**src/rtl/rr_grant_arbiter_pkg.sv**
```systemverilog
// Shared definitions for the 4-requester round-robin arbiter: sizes,
// FSM state type and the rotating priority search.
package rr_grant_arbiter_pkg;

  localparam int unsigned N_REQ = 4;
  localparam int unsigned IDX_W = 2;

  typedef enum logic {
    ST_IDLE  = 1'b0,
    ST_GRANT = 1'b1
  } state_t;

  // First set bit of mask visiting ptr+1, ptr+2, ptr+3, ptr (mod N_REQ).
  function automatic logic [IDX_W-1:0] rr_pick(input logic [N_REQ-1:0] mask,
                                               input logic [IDX_W-1:0] ptr);
    logic [IDX_W-1:0] cand;
    logic [IDX_W-1:0] win;
    logic             found;
    win   = '0;
    found = 1'b0;
    for (int unsigned k = 1; k <= N_REQ; k++) begin
      cand = ptr + IDX_W'(k);
      if (!found && mask[cand]) begin
        win   = cand;
        found = 1'b1;
      end
    end
    return win;
  endfunction

endpackage

```
**src/rtl/rr_grant_arbiter_onehot_dec.sv**
```systemverilog
// 2-to-4 decoder with enable; turns the registered owner index and valid
// flag into the one-hot grant vector.
module rr_onehot_dec
  import rr_grant_arbiter_pkg::*;
(
  input  logic [IDX_W-1:0] idx,
  input  logic             en,
  output logic [N_REQ-1:0] onehot
);

  always_comb begin
    onehot = '0;
    if (en) onehot[idx] = 1'b1;
  end

endmodule

```
**src/rtl/rr_grant_arbiter.sv**
```systemverilog
// Round-robin arbiter for 4 agents with direct handoff on release.
// Optional hold-timeout preemption enabled by defining RR_ARB_TIMEOUT_EN.
module rr_grant_arbiter
  import rr_grant_arbiter_pkg::*;
#(
  parameter int unsigned MAX_HOLD = 8,
  parameter int unsigned HOLD_W   = 4
) (
  input  logic             clk,
  input  logic             rst,
  input  logic [N_REQ-1:0] req,
  output logic [N_REQ-1:0] grant,
  output logic [IDX_W-1:0] grant_idx,
  output logic             grant_valid,
  output logic             preempt
);

  if (MAX_HOLD < 2 || (2 ** HOLD_W) <= MAX_HOLD) begin : g_param_check
    $error("rr_grant_arbiter: need MAX_HOLD >= 2 and 2**HOLD_W > MAX_HOLD");
  end

  state_t           state_q, state_d;
  logic [IDX_W-1:0] ptr_q, ptr_d;
  logic [IDX_W-1:0] idx_q, idx_d;
  logic             valid_q, valid_d;
  logic             preempt_q, preempt_d;
`ifdef RR_ARB_TIMEOUT_EN
  logic [HOLD_W-1:0] hold_q, hold_d;
  logic [N_REQ-1:0]  others;
`endif

  always_ff @(posedge clk) begin
    if (rst) begin
      state_q   <= ST_IDLE;
      ptr_q     <= IDX_W'(N_REQ - 1);
      idx_q     <= '0;
      valid_q   <= 1'b0;
      preempt_q <= 1'b0;
`ifdef RR_ARB_TIMEOUT_EN
      hold_q    <= '0;
`endif
    end else begin
      state_q   <= state_d;
      ptr_q     <= ptr_d;
      idx_q     <= idx_d;
      valid_q   <= valid_d;
      preempt_q <= preempt_d;
`ifdef RR_ARB_TIMEOUT_EN
      hold_q    <= hold_d;
`endif
    end
  end

  always_comb begin
    state_d   = state_q;
    ptr_d     = ptr_q;
    idx_d     = idx_q;
    valid_d   = valid_q;
    preempt_d = 1'b0;
`ifdef RR_ARB_TIMEOUT_EN
    hold_d    = hold_q;
    others    = req;
    others[idx_q] = 1'b0;
`endif
    unique case (state_q)
      ST_IDLE: begin
        if (|req) begin
          state_d = ST_GRANT;
          idx_d   = rr_pick(req, ptr_q);
          valid_d = 1'b1;
`ifdef RR_ARB_TIMEOUT_EN
          hold_d  = '0;
`endif
        end
      end
      ST_GRANT: begin
        if (!req[idx_q]) begin
          // Owner's bit is already clear, so searching req from the old
          // owner hands off directly without an idle cycle.
          ptr_d = idx_q;
`ifdef RR_ARB_TIMEOUT_EN
          hold_d = '0;
`endif
          if (|req) begin
            idx_d = rr_pick(req, idx_q);
          end else begin
            state_d = ST_IDLE;
            idx_d   = '0;
            valid_d = 1'b0;
          end
        end
`ifdef RR_ARB_TIMEOUT_EN
        else if (hold_q == HOLD_W'(MAX_HOLD - 1)) begin
          hold_d = '0;
          if (|others) begin
            ptr_d     = idx_q;
            idx_d     = rr_pick(others, idx_q);
            preempt_d = 1'b1;
          end
        end else begin
          hold_d = hold_q + 1'b1;
        end
`endif
      end
    endcase
  end

  rr_onehot_dec u_dec (
    .idx    (idx_q),
    .en     (valid_q),
    .onehot (grant)
  );

  assign grant_idx   = idx_q;
  assign grant_valid = valid_q;
  assign preempt     = preempt_q;

endmodule

```
**config.mk**
```make
export PLATFORM = sky130hd
export DESIGN_NAME = rr_grant_arbiter
export DESIGN_NICKNAME = d
export VERILOG_FILES = /design/src/rtl/rr_grant_arbiter_pkg.sv /design/src/rtl/rr_grant_arbiter_onehot_dec.sv /design/src/rtl/rr_grant_arbiter.sv
export SDC_FILE = /design/constraint.sdc
export NUM_CORES = 1
export LEC_CHECK = 0
export ABC_AREA = 1
export BUFFER_PORTS_ARGS = -buffer_cell sky130_fd_sc_hd__buf_2
export CAP_MARGIN = 30
export CORE_ASPECT_RATIO = 0.9
export CORE_MARGIN = 1.5
export CORE_UTILIZATION = 55
export DETAILED_ROUTE_END_ITERATION = 16
export PLACE_DENSITY = 0.76
export SYNTH_ARGS = -nofsm -noshare
export SYNTH_HDL_FRONTEND = slang
export SYNTH_SLANG_ARGS = --single-unit
```
**constraint.sdc**
```tcl
create_clock -name clk -period 2 [get_ports clk]
set_input_delay 0.1 -clock clk [delete_from_list [all_inputs] [get_ports clk]]
set_output_delay 0.1 -clock clk [all_outputs]
set_load 0.05 [all_outputs]
```
Yosys cells after proc, flatten, opt, wreduce, memory -nomap -nowiden --
Index checks and enable logic that the tools add are counted.
Cells by class: bitwise logic cells 2, reductions and logical operators 17, multiply operators 0, shift-type cells 0, equality and inequality tests 4, divide/modulo/power cells 0, multiplexer cells 59, add/subtract/negate cells 6, $lt $le $gt $ge 9
Operator list (number):
- $mux W1 | 35
- $lt A2 B3 Y1 const B | 8
- $mux W2 | 11
- $bmux W1 S2 | 8
- $add A2 B2 Y2 const B | 4
- $logic_and A1 B1 Y1 | 7
- $logic_not A1 Y1 | 6
- $ne A2 B2 Y1 const B | 3
- $reduce_and A3 Y1 | 2
- $add A2 B1 Y2 const B | 2
- $mux W4 | 1
- $pmux W1 S2 | 2
- $pmux W2 S2 | 1
- $reduce_or A4 Y1 | 1
- $ne A3 B3 Y1 const B | 1
- $demux W1 S2 | 1
- $ge A2 B1 Y1 const B | 1
- $not A1 Y1 | 2
- $reduce_and A2 Y1 | 1
Word-level totals: output and inout port bits 8, register bits 6, bits in read-only memories 0, bits in writable memories 0, memories kept 0, latch bits 0

Longest topological paths before layout --
depth in word-level cells 25, gate-level depth with buffers 12, mapped depth without buffers 12

Hierarchy --
From an unflattened synthesis, not the netlist that was laid out.
Second synthesis, totals: cells, all modules 156, area total of the unflattened synthesis 800.8 µm²
By module, submodules not included:
- rr_grant_arbiter | area each 770.7 µm², instances 1, cells an instance 148, sequential area each 120.1 µm²
- rr_onehot_dec | area each 30.0 µm², instances 1, cells an instance 8, sequential area each 0.0 µm²

Worst setup path after synthesis --
OpenSTA, ideal clock, no wires.
path type register to register, from register idx_q[1], in the netlist grant_idx[1], to register idx_q[1], in the netlist grant_idx[1], cell stages (with the launch flop) 13, data arrival time 1.938 ns, setup time 0.118 ns, path slack -0.056 ns, data required time 1.882 ns, path through dfxtp_1 -> inv_1 -> ha_1 -> inv_1 -> nand3_1 -> nand2_1 -> nor2_2 -> nand2_1 -> nand3_1 -> nand2_1 -> nand2_1 -> nor2_1 -> nor2_1
On the way: longest elaborated chain between the ends 23, elaborated cells between the ends (all ways) 39, classes of those cells add/sub (3); eq/ne (2); mux (27); reduce/logical (7)
Ends and longest elaborated chain:
- start: declaration | RTL line rr_grant_arbiter.sv:24 | logic [IDX_W-1:0] idx_q, idx_d;
- start signal: assignment | RTL line rr_grant_arbiter.sv:45 | idx_q <= idx_d;
- $add A2 B1 Y2 | RTL line rr_grant_arbiter_pkg.sv:22 | cand = ptr + IDX_W'(k);
- $bmux W1 S2 | RTL line rr_grant_arbiter_pkg.sv:23 | if (!found && mask[cand]) begin
- $mux W1 (not written as such) | RTL line rr_grant_arbiter_pkg.sv:23
- $mux W1 | RTL line rr_grant_arbiter_pkg.sv:23
- $mux W1 | RTL line rr_grant_arbiter.sv:84 | if (|req) begin
- $mux W1 | RTL line rr_grant_arbiter.sv:77 | if (!req[idx_q]) begin
- $mux W1 | RTL line rr_grant_arbiter.sv:65 | unique case (state_q)
- $logic_not A1 Y1 | RTL line rr_grant_arbiter_pkg.sv:23
- [7 not listed]
- $mux W1 | RTL line rr_grant_arbiter_pkg.sv:23
- $mux W1 | RTL line rr_grant_arbiter.sv:84
- $mux W1 | RTL line rr_grant_arbiter.sv:77
- $mux W1 | RTL line rr_grant_arbiter.sv:65
- $logic_not A1 Y1 | RTL line rr_grant_arbiter_pkg.sv:23
- $logic_and A1 B1 Y1 | RTL line rr_grant_arbiter_pkg.sv:23
- $ne A3 B3 Y1 (no source line)
- $reduce_and A3 Y1 (no source line)
Several ways; a longest one is shown, not always the timed one. The select of a mux whose other input is x is not followed. A chain may end at the register's enable or synchronous reset.

Worst setup path after layout --
from register idx_q[0], in the netlist grant_idx[0], to register idx_q[1], in the netlist grant_idx[1]
Same word-level chain as after synthesis.

==> summary.txt <==
Status
  • Status: completed

Finish
  • Register area: 123 um2
  • ANT cells: 0
  • Share of cells above drive strength 1: 19.8%
  • Area of the multi-input gates: 607 um2
  • P&R area growth vs syn: 11.1%
  • Filler Cell Count: 139
  • Util after Layout: 64.5%
  • Final nets: 181

Clocking
  • Clock tree buffer depth: 2
  • Clk root buf: clkbuf_4
  • Worst-skew pair later-pin latency: 0.25 ns
  • # H-tree levels: 1
  • CTS Buf Count: 3
  • Post-CTS Resized: 0
  • Clk sinks: 6
  • Clock slew at reported path FFs: 0.05 ns
  • Post-CTS setup buffers: 0
  • CTS Hold Bufs: 0
  • CTS tree: done

Detailed routing
  • Vias per cell: 5.21
  • Detailed-route wire length per cell: 10.7 um
  • Routed Wire Length: 1960 um
  • Antenna-violating nets left: 0
  • Pre-antenna DRT Iters: 4
  • Via Count: 949
  • Iteration-0 DRC Markers: 23
  • DRC: 0

Global route
  • Initial antenna violation count: 0
  • Pin count of the biggest net entering global routing: 12
  • Vias in the first global route: 784
  • Total gr overflow: 0
  • Total Routing Usage GR: 25.2%
  • Global-route wire length before repair: 3240 um

Timing
  • Final hold viol count: 0
  • Max-slew violations: 0
  • RSZ-0062 raised after global routing: no
  • Tightest hold margin: 0.0358 ns
  • Fin Clk Skew: 0.00924 ns
  • Final min period: 1.75 ns
  • Final worst-path setup slack: 0.252 ns
  • Setup TNS Final: 0 ns
  • Final setup fails: 0
  • Period utilization: 87.4%
  • Highest clock rate: 572 MHz

Hold path
  • Hold path depth: 2
  • Worst Hold End: state_q
  • Hold_sp: rst
  • Min-Delay Path Class: input pin to flop

Power
  • Net Switching: 0.695 mW
  • Leakage power: 0.600 nW
  • Comb power frac: 72.7%
  • Max rail drop VDD: 0.000669 V
  • Clock power share: 9.2%
  • Power Dens Cells: 1290 nW/um2
  • Total Power: 1.19 mW
  • Sw Ratio: 58.2%
  • Sequential share of power: 18.1%
  • Cell-internal power: 0.499 mW

Yosys
  • XOR/XNOR Fraction of Synth Area: 0%
  • Yosys cell types: 22
  • Simple-gate share of the synthesized area: 54.1%
  • Cell Area, Synth: 831 um2
  • Compound-cell area share of the yosys netlist: 9.49%
  • Synth Instances: 154
  • Largest family of logic cells by synthesized area: simple AND/OR/NAND/NOR gates
  • Post-Synth Adder-Cell Area: 9.04%
  • Sequential area share after synthesis: 14.5%
  • Post-synthesis mux area share: 0%
  • FF+latch count, synth: 6
  • Syn Nets: 166
  • Avg Synthesized Cell Area: 5.39 um2
  • Synth Warn #: 0

Worst setup path
  • Worst setup SP type: flop
  • Worst-case reg-to-reg path depth: 12
  • Crit path capture type: flop
  • Crit path DAT: 1.88 ns
  • Reg2reg setup slack: 0.25 ns
  • R2R Path Start: grant_idx[0]
  • Largest fanout on the critical path: 11
  • Data required, critical path: 2.14 ns
  • Worst r2r dst: grant_idx[1]
  • Critical setup path kind: flop to flop

Placed design
  • IO buf count: 12
  • Pre-CTS setup slack: 0.263 ns
  • Post-DP HPWL: 1530 um
  • Routability congestion estimate from global placement: 0.840

Die
  • Core Region: 1430 um2
  • Die width: 44.0 um
  • Die Height: 39.9 um
  • Starting density of the core: 58.0%
  • IO Count: 14
  • Row count: 13
  • Die area: 1750 um2

Run
  • MaxCap Viol Count: 0
==> state kept, by name (all words and copies together) (netlist names) <==
name	count
grant_idx	2
grant_valid	1
state_q	1
ptr_q	2
==> worst max path at each step <==
stage	start	endpoint	slack (ns)	cells after the start
finish	grant_idx[0]	grant_idx[1]	0.25	12
global route	grant_idx[1]	grant_idx[1]	0.06	12
CTS	grant_idx[0]	grant_idx[1]	0.26	12
detailed placement	grant_idx[0]	grant_idx[1]	0.26	12
global placement	grant_idx[0]	grant_idx[1]	0.32	12
floorplan	grant_idx[1]	grant_idx[1]	0.21	12
==> through the flow <==
step / cells / area, um2
5_1_grt: 182 / 923
6_report: 182 / 923
3_5_place_dp: 179 / 901
4_1_cts: 182 / 923
3_3_place_gp: 179 / 901
2_1_floorplan: 154 / 833
==> power by group through the flow <==
stage / logic [mW] / clock network, mW / registers (mW)
after detailed placement: 0.854 / 0 / 0.216
final: 0.868 / 0.110 / 0.216
after CTS: 0.859 / 0.114 / 0.215
after floorplan: 0.640 / 0 / 0.266
after global placement: 0.835 / 0 / 0.216
after global routing: 0.980 / 0.119 / 0.223
==> synthesized netlist by cell type, drive strengths merged <==
cell type,n,share of area (%)
a21boi,1,0.90
a21o,1,0.90
a21oi,4,2.4
buf,2,1.8
clkbuf,1,0.45
clkinv,1,0.45
conb,1,0.45
dfxtp,6,14
ha,6,9.0
inv,21,9.8
nand2,71,35
nand3,16,9.6
nand4,4,3.0
nor2,12,6.3
o211ai,2,1.8
o21ai,4,2.4
o221ai,1,1.1
==> layout make-up <==
| class | count | area share [%] |
|---|---|---|
| Timing Repair Buffer | 13 | 7.32 |
| Multi-Input combinational cell | 123 | 65.7 |
| Inverter | 22 | 9.21 |
| Tap cell | 15 | 2.03 |
| Sequential cell | 6 | 13.3 |
| Clock buffer | 3 | 2.44 |
==> critical path, stage by stage, from the launching register on <==
cell and delay [ns]:
dfxtp_2 0.44, inv_4 0.10, ha_1 0.34, inv_1 0.10
nand3_1 0.11, nand2_1 0.11, nor2_2 0.05, nand2_1 0.07
nand3_1 0.07, nand2_1 0.07, nand2_1 0.05, nor2_1 0.10
nor2_1 0.04
==> logic make-up after synthesis <==
group	Yosys count
AOI/OAI and AO/OA	13
other	1
buffers and inverters	25
adders and majority gates	6
and+or+nand+nor	103
DFF	6
==> routing by layer <==
metal | wire, um | global-route usage, %
met5 | 0 | 0
met2 | 913 | 46.3
met4 | 0 | 0
met1 | 961 | 31.9
met3 | 79 | 5.53
==> cells in the final DEF (no fill, tap or decap), types with 4 or more instances in the layout <==
cell type,Yosys,final
dfxtp_1,6,4
inv_1,19,19
nand2_2,10,10
ha_1,6,6
nor2_1,9,9
buf_2,0,12
nand2_1,61,61
nand3_1,16,16
a21oi_1,4,4
nand4_1,4,4
Power figures use the tool's default switching activity.
